### src/rtl/instruction_fetch_stage_pkg.sv
// Shared types and widths for the instruction fetch stage.
package instruction_fetch_stage_pkg;

   localparam int unsigned WORD_W  = 32;
   localparam int unsigned INSTR_W = 32;

   typedef enum logic [1:0] {
      FETCH = 2'd0,
      RETRY = 2'd1,
      FAULT = 2'd2
   } fetch_state_t;

endpackage

### src/rtl/instruction_fetch_stage_if.sv
// Fetch-stage bus: memory port, redirect/stall controls and IF/ID outputs.
interface instruction_fetch_stage_if;
   import instruction_fetch_stage_pkg::*;

   logic [WORD_W-1:0]  address;
   logic [INSTR_W-1:0] data;
   logic               imem_error;
   logic               stall;
   logic               branch_taken;
   logic [WORD_W-1:0]  branch_target;
   logic               jump;
   logic [WORD_W-1:0]  jump_target;
   logic [INSTR_W-1:0] if_id_instr;
   logic [WORD_W-1:0]  if_id_pc4;
   logic               if_id_valid;
   logic               fetch_fault;

   modport master (
      output address, if_id_instr, if_id_pc4, if_id_valid, fetch_fault,
      input  data, imem_error, stall, branch_taken, branch_target, jump, jump_target
   );

   modport slave (
      input  address, if_id_instr, if_id_pc4, if_id_valid, fetch_fault,
      output data, imem_error, stall, branch_taken, branch_target, jump, jump_target
   );

endinterface

### src/rtl/instruction_fetch_stage_if_id_register.sv
// IF/ID pipeline register: load a fetched word, insert a bubble, or hold.
module if_id_register
   import instruction_fetch_stage_pkg::*;
(
   input  logic               clk,
   input  logic               rst,
   input  logic               load,
   input  logic               bubble,
   input  logic [INSTR_W-1:0] fetch_instr,
   input  logic [WORD_W-1:0]  fetch_pc4,
   output logic [INSTR_W-1:0] instr,
   output logic [WORD_W-1:0]  pc4,
   output logic               valid
);

   // A bubble only clears valid; the stale word and PC+4 are left in place.
   always_ff @(posedge clk or posedge rst) begin
      if (rst) begin
         instr <= '0;
         pc4   <= '0;
         valid <= 1'b0;
      end else if (load) begin
         instr <= fetch_instr;
         pc4   <= fetch_pc4;
         valid <= 1'b1;
      end else if (bubble) begin
         valid <= 1'b0;
      end
   end

endmodule

### src/rtl/instruction_fetch_stage.sv
// Instruction fetch stage: PC, miss-retry/fault FSM and IF/ID register.
module instruction_fetch_stage
   import instruction_fetch_stage_pkg::*;
#(
   parameter logic [WORD_W-1:0] RESET_PC   = 32'h0000_0000,
   parameter int unsigned       IMEM_BYTES = 64,
   parameter int unsigned       MISS_RETRY = 2
) (
   input  logic                       clk,
   input  logic                       rst,
   instruction_fetch_stage_if.master  bus
);

   fetch_state_t      state, next_state;
   logic [WORD_W-1:0] pc, next_pc, pc_plus4;
   logic [3:0]        cnt, next_cnt;
   logic              pc_legal;
   logic              ifid_load, ifid_bubble;
   logic [INSTR_W-1:0] ifid_instr;
   logic [WORD_W-1:0]  ifid_pc4;
   logic               ifid_valid;

   assign pc_plus4 = pc + 32'd4;
   assign pc_legal = (pc[1:0] == 2'b00) && (pc <= WORD_W'(IMEM_BYTES - 4));

   always_ff @(posedge clk or posedge rst) begin
      if (rst) begin
         state <= FETCH;
         pc    <= RESET_PC;
         cnt   <= '0;
      end else begin
         state <= next_state;
         pc    <= next_pc;
         cnt   <= next_cnt;
      end
   end

   always_comb begin
      next_state  = state;
      next_pc     = pc;
      next_cnt    = cnt;
      ifid_load   = 1'b0;
      ifid_bubble = 1'b0;
      if (bus.jump) begin
         next_pc     = bus.jump_target;
         next_state  = FETCH;
         next_cnt    = '0;
         ifid_bubble = 1'b1;
      end else if (bus.branch_taken) begin
         next_pc     = bus.branch_target;
         next_state  = FETCH;
         next_cnt    = '0;
         ifid_bubble = 1'b1;
      end else if (!bus.stall) begin
         unique case (state)
            FETCH: begin
               // An illegal PC faults even when the memory also reports a miss.
               if (!pc_legal) begin
                  next_state  = FAULT;
                  ifid_bubble = 1'b1;
               end else if (bus.imem_error) begin
                  next_state  = RETRY;
                  next_cnt    = 4'(MISS_RETRY);
                  ifid_bubble = 1'b1;
               end else begin
                  ifid_load = 1'b1;
                  next_pc   = pc_plus4;
               end
            end
            RETRY: begin
               ifid_bubble = 1'b1;
               next_cnt    = cnt - 4'd1;
               if (cnt <= 4'd1) begin
                  next_cnt   = '0;
                  next_state = FETCH;
               end
            end
            FAULT: begin
               ifid_bubble = 1'b1;
            end
            default: begin
               next_state  = FETCH;
               ifid_bubble = 1'b1;
            end
         endcase
      end
   end

   if_id_register u_if_id (
      .clk         (clk),
      .rst         (rst),
      .load        (ifid_load),
      .bubble      (ifid_bubble),
      .fetch_instr (bus.data),
      .fetch_pc4   (pc_plus4),
      .instr       (ifid_instr),
      .pc4         (ifid_pc4),
      .valid       (ifid_valid)
   );

   assign bus.address     = pc;
   assign bus.if_id_instr = ifid_instr;
   assign bus.if_id_pc4   = ifid_pc4;
   assign bus.if_id_valid = ifid_valid;
   assign bus.fetch_fault = (state == FAULT);

endmodule

### src/flat_wrapper.sv
// flat-port wrapper written by rule: the top's interface ports become plain ports
module instruction_fetch_stage_flat import instruction_fetch_stage_pkg::*;
#(
   parameter logic [WORD_W-1:0] RESET_PC   = 32'h0000_0000,
   parameter int unsigned       IMEM_BYTES = 64,
   parameter int unsigned       MISS_RETRY = 2
)
  (clk, rst, bus_address, bus_if_id_instr, bus_if_id_pc4, bus_if_id_valid, bus_fetch_fault, bus_data, bus_imem_error, bus_stall, bus_branch_taken, bus_branch_target, bus_jump, bus_jump_target);
  instruction_fetch_stage_if bus_i ();
  input  logic clk;
  input  logic rst;
  output wire logic [$bits(bus_i.address)-1:0] bus_address;
  output wire logic [$bits(bus_i.if_id_instr)-1:0] bus_if_id_instr;
  output wire logic [$bits(bus_i.if_id_pc4)-1:0] bus_if_id_pc4;
  output wire logic [$bits(bus_i.if_id_valid)-1:0] bus_if_id_valid;
  output wire logic [$bits(bus_i.fetch_fault)-1:0] bus_fetch_fault;
  input wire logic [$bits(bus_i.data)-1:0] bus_data;
  input wire logic [$bits(bus_i.imem_error)-1:0] bus_imem_error;
  input wire logic [$bits(bus_i.stall)-1:0] bus_stall;
  input wire logic [$bits(bus_i.branch_taken)-1:0] bus_branch_taken;
  input wire logic [$bits(bus_i.branch_target)-1:0] bus_branch_target;
  input wire logic [$bits(bus_i.jump)-1:0] bus_jump;
  input wire logic [$bits(bus_i.jump_target)-1:0] bus_jump_target;
  assign bus_address = bus_i.address;
  assign bus_if_id_instr = bus_i.if_id_instr;
  assign bus_if_id_pc4 = bus_i.if_id_pc4;
  assign bus_if_id_valid = bus_i.if_id_valid;
  assign bus_fetch_fault = bus_i.fetch_fault;
  assign bus_i.data = bus_data;
  assign bus_i.imem_error = bus_imem_error;
  assign bus_i.stall = bus_stall;
  assign bus_i.branch_taken = bus_branch_taken;
  assign bus_i.branch_target = bus_branch_target;
  assign bus_i.jump = bus_jump;
  assign bus_i.jump_target = bus_jump_target;
  instruction_fetch_stage #(.RESET_PC(RESET_PC), .IMEM_BYTES(IMEM_BYTES), .MISS_RETRY(MISS_RETRY)) u_core (.clk(clk), .rst(rst), .bus(bus_i));
endmodule
### config.mk
export PLATFORM = sky130hd
export DESIGN_NAME = instruction_fetch_stage_flat
export DESIGN_NICKNAME = d
export VERILOG_FILES = /design/src/rtl/instruction_fetch_stage_pkg.sv /design/src/rtl/instruction_fetch_stage_if.sv /design/src/rtl/instruction_fetch_stage_if_id_register.sv /design/src/rtl/instruction_fetch_stage.sv /design/src/flat_wrapper.sv
export SDC_FILE = /design/constraint.sdc
export NUM_CORES = 1
export LEC_CHECK = 0
export ABC_AREA = 1
export CORE_MARGIN = 2
export CORE_UTILIZATION = 48
export CTS_BUF_LIST = sky130_fd_sc_hd__clkbuf_4
export CTS_CLUSTER_SIZE = 20
export DETAILED_ROUTE_END_ITERATION = 12
export GPL_TIMING_DRIVEN = 0
export PLACE_DENSITY_LB_ADDON = 0.2
export REMOVE_ABC_BUFFERS = 1
export SLEW_MARGIN = 25
export SYNTH_ARGS = -nofsm -noshare
export SYNTH_HDL_FRONTEND = slang
export SYNTH_HIERARCHICAL = 1
export SYNTH_SLANG_ARGS = --single-unit
### constraint.sdc
create_clock -name clk -period 2.2 [get_ports clk]
set_input_delay 0.22 -clock clk [delete_from_list [all_inputs] [get_ports clk]]
set_output_delay 0.22 -clock clk [all_outputs]
set_load 0.005 [all_outputs]
==> results.py, run 1 <==
metrics = {
    "yosys": {
        "ys.flop_type": "dfrtp_1",
        "netlist.area_leader.share": 0.428,
        "yosys-top-cells-area": "dfrtp_1, nand2_1, nand3_1, nor2_1, inv_1",
        "synth_top_cell_by_area": "dfrtp_1",
        "synth-simple-area-share": 0.418,
        "synthTopCellsByCount": "nand2_1, dfrtp_1, nor2_1, nand3_1, inv_1",
        "synthArstFlopShare": 1.00,
        "synth_most_common_cell": "nand2_1",
        "synth_edf_count": 0,
        "syn_area_mm2": 0.00602,
        "synth_compound_area_frac": 0.0534,
        "synth.area.mux_share": 0,
        "synth_seq_cells": 103,
        "syn_inst": 861,
        "synthAdderAreaFrac": 0.00623,
        "synthXorXnorAreaFrac": 0.0141,
        "ys_warn_count": 6,
        "synth_cell_types": 35,
        "ys_seq_area_frac": 0.428,
        "synth_top_family_by_area": "simple AND/OR/NAND/NOR gates",
        "syn_avg_cell_area_um2": 6.99,
    },
    "clock_network": {
        "tritoncts": "built",
        "clk_latency_ns": 0.49,
        "h-tree-depth": 3,
        "numCtsBuffers": 9,
        "cts_hold_buf": 0,
        "clk_pin_slew_ns": 0.17,
        "cts_root_buffer": "clkbuf_4",
        "cts.sinks": 103,
        "cts_buffer_depth": 2,
    },
    "global_route": {
        "grt_pass1_vias": 5619,
        "grt_max_degree": 66,
        "antenna_found_initial": 0,
        "grt_pass1_wl_um": 29000,
        "grt_overflow": 0,
        "grtUsageTotal": 0.278,
    },
    "cells_and_area": {
        "nets": 1156,
        "drive_gt1_frac": 0.0900,
        "syn_to_final_growth_pct": 39.3,
        "layoutNonFillerInstCount": 1224,
        "multi_input_area_mm2": 0.00307,
        "stdcell_area_mm2": 0.00839,
        "diodes": 0,
        "ff_latch_area_mm2": 0.00259,
        "fill_cells": 1088,
    },
    "placed_design": {
        "post-place-cells": 1193,
        "hpwlAfterDp_um": 12900,
        "gp_congestion": 0.858,
        "portBuffers": 199,
        "placed_area_mm2": 0.00803,
        "dp_slack_ns": -1.12,
    },
    "critical_path": {
        "crit_type": "reg2reg",
        "cp_max_fo": 65,
        "cp_cell_sequence": "inv_1 -> nand3_1 -> nor2_4 -> nand4_4 -> nor2_4 -> buf_12 -> buf_16 -> inv_16 -> nand2_1 -> nand2_1",
        "worstPathRequired_ns": 2.59,
        "endpoint_kind": "flip-flop",
        "reg2reg_to": "u_core/u_if_id/pc4[18]",
        "cp-startpoint": "u_core/bus.address[15]",
        "start_kind": "flip-flop",
        "arrival_ns": 2.48,
        "worstRegToRegCells": 10,
        "rrSetupSlack_ns": 0.11,
        "critical_path.max_stage_delay_ns": 0.48,
        "crit_slowest_cell": "dfrtp_1",
        "reg2reg_from": "u_core/bus.address[15]",
    },
    "die": {
        "core_area_mm2": 0.0121,
        "die_y_um": 116,
        "io_pins": 200,
        "rows": 40,
        "start_util": 0.497,
        "fp.dieArea_mm2": 0.0135,
        "die_w_um": 116,
    },
    "timing": {
        "tightest_slew_ns": 0.783,
        "finalCritPeriodShare": 0.951,
        "clock-skew-final_ns": 0.0212,
        "relSlewSlack": 0.478,
        "fin_crit_ns": 2.09,
        "maxSlewViolCount": 0,
        "setup_slack_ns": 0.108,
        "finalHoldViolCount": 0,
        "rsz0062_at_grt": "no",
        "max_clock_freq_mhz": 478,
        "setup_violations": 0,
        "holdWs_ns": 0.107,
        "setup_tns_ns": 0,
    },
    "power": {
        "peakVddDrop_mv": 0.277,
        "p_leak_nw": 4.06,
        "p_per_area_mw_per_mm2": 484,
    },
    "drt": {
        "drt_iter0_markers": 480,
        "drc": 0,
        "drtPass1Iterations": 5,
        "wire_per_inst_um": 15.4,
        "vias": 6254,
        "detail-route-antenna-nets": 0,
        "via_per_inst": 5.11,
        "wl_um": 18800,
    },
    "run_status": {
        "status": "finished clean",
    },
    "flow_run": {
        "max-cap-violations": 0,
    },
    "worst_hold_path": {
        "hp-class": "in2async",
    },
}
worst max path at each step:
stage / endpoint / depth (start not counted) / slack (ns)
finish: u_core/u_if_id/pc4[18] / 10 / 0.11
global route: u_core/u_if_id/pc4[11] / 10 / 0.0009
CTS: u_core/u_if_id/instr[23] / 10 / 0.001
detailed placement: u_core/u_if_id/instr[23] / 10 / -1.12
global placement: u_core/u_if_id/pc4[23] / 7 / -6.42
floorplan: u_core/u_if_id/instr[0] / 8 / -2.67
state kept, by name (all words and copies together), names as in the netlist:
register,cells
u_core/bus.address,32
u_core/cnt,4
u_core/state,2
u_core/u_if_id/instr,32
u_core/u_if_id/pc4,32
u_core/u_if_id/valid,1
placed cells by master, fill, tap and decap left out, types with 4 or more instances in the layout:
cell / instances
a21oi_1: 32
and2_1: 6
buf_4: 11
clkbuf_4: 9
clkdlybuf4s50_1: 197
dfrtp_1: 93
dfrtp_2: 10
inv_1: 41
nand2_1: 399
nand2_2: 6
nand3_1: 65
nand3b_1: 10
nand4_1: 6
nor2_1: 72
nor2_2: 12
nor2_4: 8
nor3_1: 5
o21ai_0: 11
o21ai_1: 4
or2_2: 10
xor2_1: 4
logic make-up (layout without fill, tap and decap cells):
family / Yosys count / count (layout)
xor gates and xnor gates: 8 / 8
and+or+nand+nor: 602 / 605
adders and majority gates: 3 / 3
DFF: 103 / 103
buffers and inverters: 86 / 278
AOI/OAI and AO/OA: 59 / 59
worst max-delay path, delay by kind of cell (launching register included):
| family | cells | cell delay (ns) |
|---|---|---|
| simple gates | 6 | 0.89 |
| buf+inv | 4 | 0.62 |
| flops | 1 | 0.48 |
repair_timing:
item                       4_1_cts  5_1_grt
resized for setup               14       13
gates cloned                     3        1
setup endpoints to repair       82       92
pin swaps                        6        4
buffers inserted                 6        5
report_power, final:
part	total [mW]	internal, mW	switching (mW)
registers	2.10	1.97	0.127
clock network	1.02	0.349	0.670
logic	0.946	0.472	0.473
per-layer routing:
metal	up-vias	routed length [µm]	GRT usage
li1	3088	-	-
met2	274	8700	0.446
met1	2862	8310	0.382
met3	30	1430	0.0465
met4	0	392	0.101
met5	-	0	0
metrics by stage:
stage	utilization	power [mW]
3_3_place_gp	0.654	3.01
4_1_cts	0.684	4.06
5_1_grt	0.693	4.27
6_report	0.693	4.06
2_1_floorplan	-	2.53
3_5_place_dp	0.663	3.03
layout make-up:
type,instances,share of cell area
Clock buffer,9,0.00805
Clock inverter,7,0.00835
Inverter,47,0.0234
Multi-Input combinational cell,675,0.366
Sequential cell,103,0.309
Tap cell,168,0.0251
Timing Repair Buffer,215,0.260
No activity file was read; power rests on OpenSTA's default activity.
==> run 2: changes to the inputs <==
--- a/config.mk
+++ b/config.mk
@@ -6,8 +6,10 @@
 export NUM_CORES = 1
 export LEC_CHECK = 0
 export ABC_AREA = 1
+export CELL_PAD_IN_SITES_DETAIL_PLACEMENT = 1
+export CELL_PAD_IN_SITES_GLOBAL_PLACEMENT = 1
 export CORE_MARGIN = 2
-export CORE_UTILIZATION = 48
+export CORE_UTILIZATION = 33
 export CTS_BUF_LIST = sky130_fd_sc_hd__clkbuf_4
 export CTS_CLUSTER_SIZE = 20
 export DETAILED_ROUTE_END_ITERATION = 12
==> run 2 against run 1 <==
Against the previous run: clock skew barely moved; highest routed layer unchanged; combinational power about the same; routed wire length is 10% higher; critical path depth fell by 1; register-to-register slack better by 0.08 ns; sequential cell count is the same; fmax increased by 3.9%; sequential power barely moved; die area increased by 44%; sequential share of layout area down 0.15 points; non-clock buffer count down 5.
==> results.py, run 2 (synthesized netlist as in run 1, its figures left out) <==
metrics = {
    "timing": {
        "setup_violations": 0,
        "tightest_slew_ns": 0.751,
        "clock-skew-final_ns": 0.0211,
        "maxSlewViolCount": 0,
        "max_clock_freq_mhz": 497,
        "finalHoldViolCount": 0,
        "relSlewSlack": 0.499,
        "setup_tns_ns": 0,
        "fin_crit_ns": 2.01,
        "finalCritPeriodShare": 0.915,
    },
    "drt": {
        "drc": 0,
        "wire_per_inst_um": 16.2,
        "via_per_inst": 4.75,
        "drt_iter0_markers": 271,
        "vias": 6086,
        "detail-route-antenna-nets": 0,
        "wl_um": 20800,
        "drtPass1Iterations": 4,
    },
    "die": {
        "die_w_um": 139,
        "fp.dieArea_mm2": 0.0193,
        "start_util": 0.335,
        "die_y_um": 139,
        "core_area_mm2": 0.0180,
        "io_pins": 200,
        "rows": 49,
    },
    "cells_and_area": {
        "syn_to_final_growth_pct": 39.7,
        "ff_latch_area_mm2": 0.00258,
        "stdcell_area_mm2": 0.00841,
        "fill_cells": 2331,
        "multi_input_area_mm2": 0.00305,
        "drive_gt1_frac": 0.0810,
        "final_cell_mix": "nand2_1, clkdlybuf4s50_1, dfrtp_1, nor2_1, nand3_1",
        "layout_commonest_cell": "nand2_1",
        "nets": 1150,
    },
    "critical_path": {
        "cp-startpoint": "u_core/bus.address[28]",
        "start_kind": "flip-flop",
        "endpoint_kind": "flip-flop",
        "cp_max_fo": 65,
        "worstRegToRegCells": 9,
        "arrival_ns": 2.41,
        "worstPathRequired_ns": 2.59,
        "crit_type": "reg2reg",
        "reg2reg_from": "u_core/bus.address[28]",
    },
    "clock_network": {
        "cts_root_buffer": "clkbuf_4",
        "tritoncts": "built",
        "cts_buffer_depth": 2,
        "clk_pin_slew_ns": 0.17,
        "cts.sinks": 103,
        "clk_latency_ns": 0.49,
        "numCtsBuffers": 9,
        "h-tree-depth": 3,
        "cts_hold_buf": 0,
    },
    "placed_design": {
        "placed_area_mm2": 0.00817,
        "gp_congestion": 0.829,
        "hpwlAfterDp_um": 15000,
        "portBuffers": 199,
    },
    "global_route": {
        "grt_pass1_wl_um": 34600,
        "antenna_found_initial": 1,
        "grt_overflow": 0,
        "grt_pass1_vias": 6362,
        "grtUsageTotal": 0.220,
        "grt_max_degree": 66,
    },
    "power": {
        "peakVddDrop_mv": 0.212,
        "p_leak_nw": 4.04,
        "p_per_area_mw_per_mm2": 473,
    },
    "run_status": {
        "status": "finished clean",
    },
    "flow_run": {
        "max-cap-violations": 0,
    },
    "worst_hold_path": {
        "hp-class": "in2async",
    },
}
[run 2: cell count changes in the layout (fill, tap and decap cells not counted), moves of 4 or more]
cell	previous run	this run
buf_16	2	6
buf_4	11	5
dfrtp_1	93	97
dfrtp_2	10	6
[run 2: where the power goes]
group / switching (mW) / internal, mW / total, mW
Clock: 0.694 / 0.233 / 0.926
Combinational: 0.472 / 0.473 / 0.946
Sequential: 0.139 / 1.97 / 2.11
[run 2: per-stage QoR]
stage / hold WS, ns / power (mW) / instances / utilization / setup slack, ns
4_1_cts: 0.0554 / 4.04 / 1277 / 0.465 / 0.00249
3_3_place_gp: 0.452 / 3.05 / 1250 / 0.445 / -7.24
2_1_floorplan: 0.337 / 2.53 / 822 / - / -2.67
6_report: 0.0738 / 3.98 / 1280 / 0.468 / 0.186
3_5_place_dp: 0.458 / 3.08 / 1256 / 0.455 / -1.03
5_1_grt: 0.0747 / 4.22 / 1280 / 0.468 / -0.00557
[run 2: cell type report]
type | instances | area share
multi-input combinational | 674 | 0.363
tap | 229 | 0.0341
clock buffer | 9 | 0.00803
inverter | 47 | 0.0223
timing repair buffer | 210 | 0.260
clock inverter | 7 | 0.00550
sequential | 103 | 0.307
antenna | 1 | 0.000297
[run 2: final timing paths]
path,to,slack [ns]
setup / recovery,u_core/u_if_id/pc4[16],0.19
hold / removal,u_core/u_if_id/pc4[26],0.07
setup reg to reg,u_core/u_if_id/pc4[16],0.19
hold reg to reg,u_core/u_if_id/pc4[28],0.49
max in group asynchronous,u_core/bus.address[25],1.55
min in group clk,u_core/u_if_id/instr[30],0.24
[run 2: repair_timing]
action,CTS,global route
gates resized for setup,7,13
gates cloned,2,0
buffers inserted,3,2
endpoints found under the setup margin,94,93
pin swaps,2,2
[run 2: routing by layer]
metal	wire (µm)	vias up	track usage
met2	9510	156	0.362
li1	-	3077	-
met5	0	-	0
met3	942	20	0.0283
met4	339	0	0.0579
met1	10000	2833	0.309
[run 2: worst max-delay path, stage by stage (launching register included)]
cell and delay, ns:
dfrtp_2 0.50, nor2_1 0.12, nand3_1 0.16, nor2_4 0.24, nand4_4 0.15, nor2_4 0.20
buf_16 0.20, inv_8 0.16, nand2_1 0.11, nand2_1 0.05
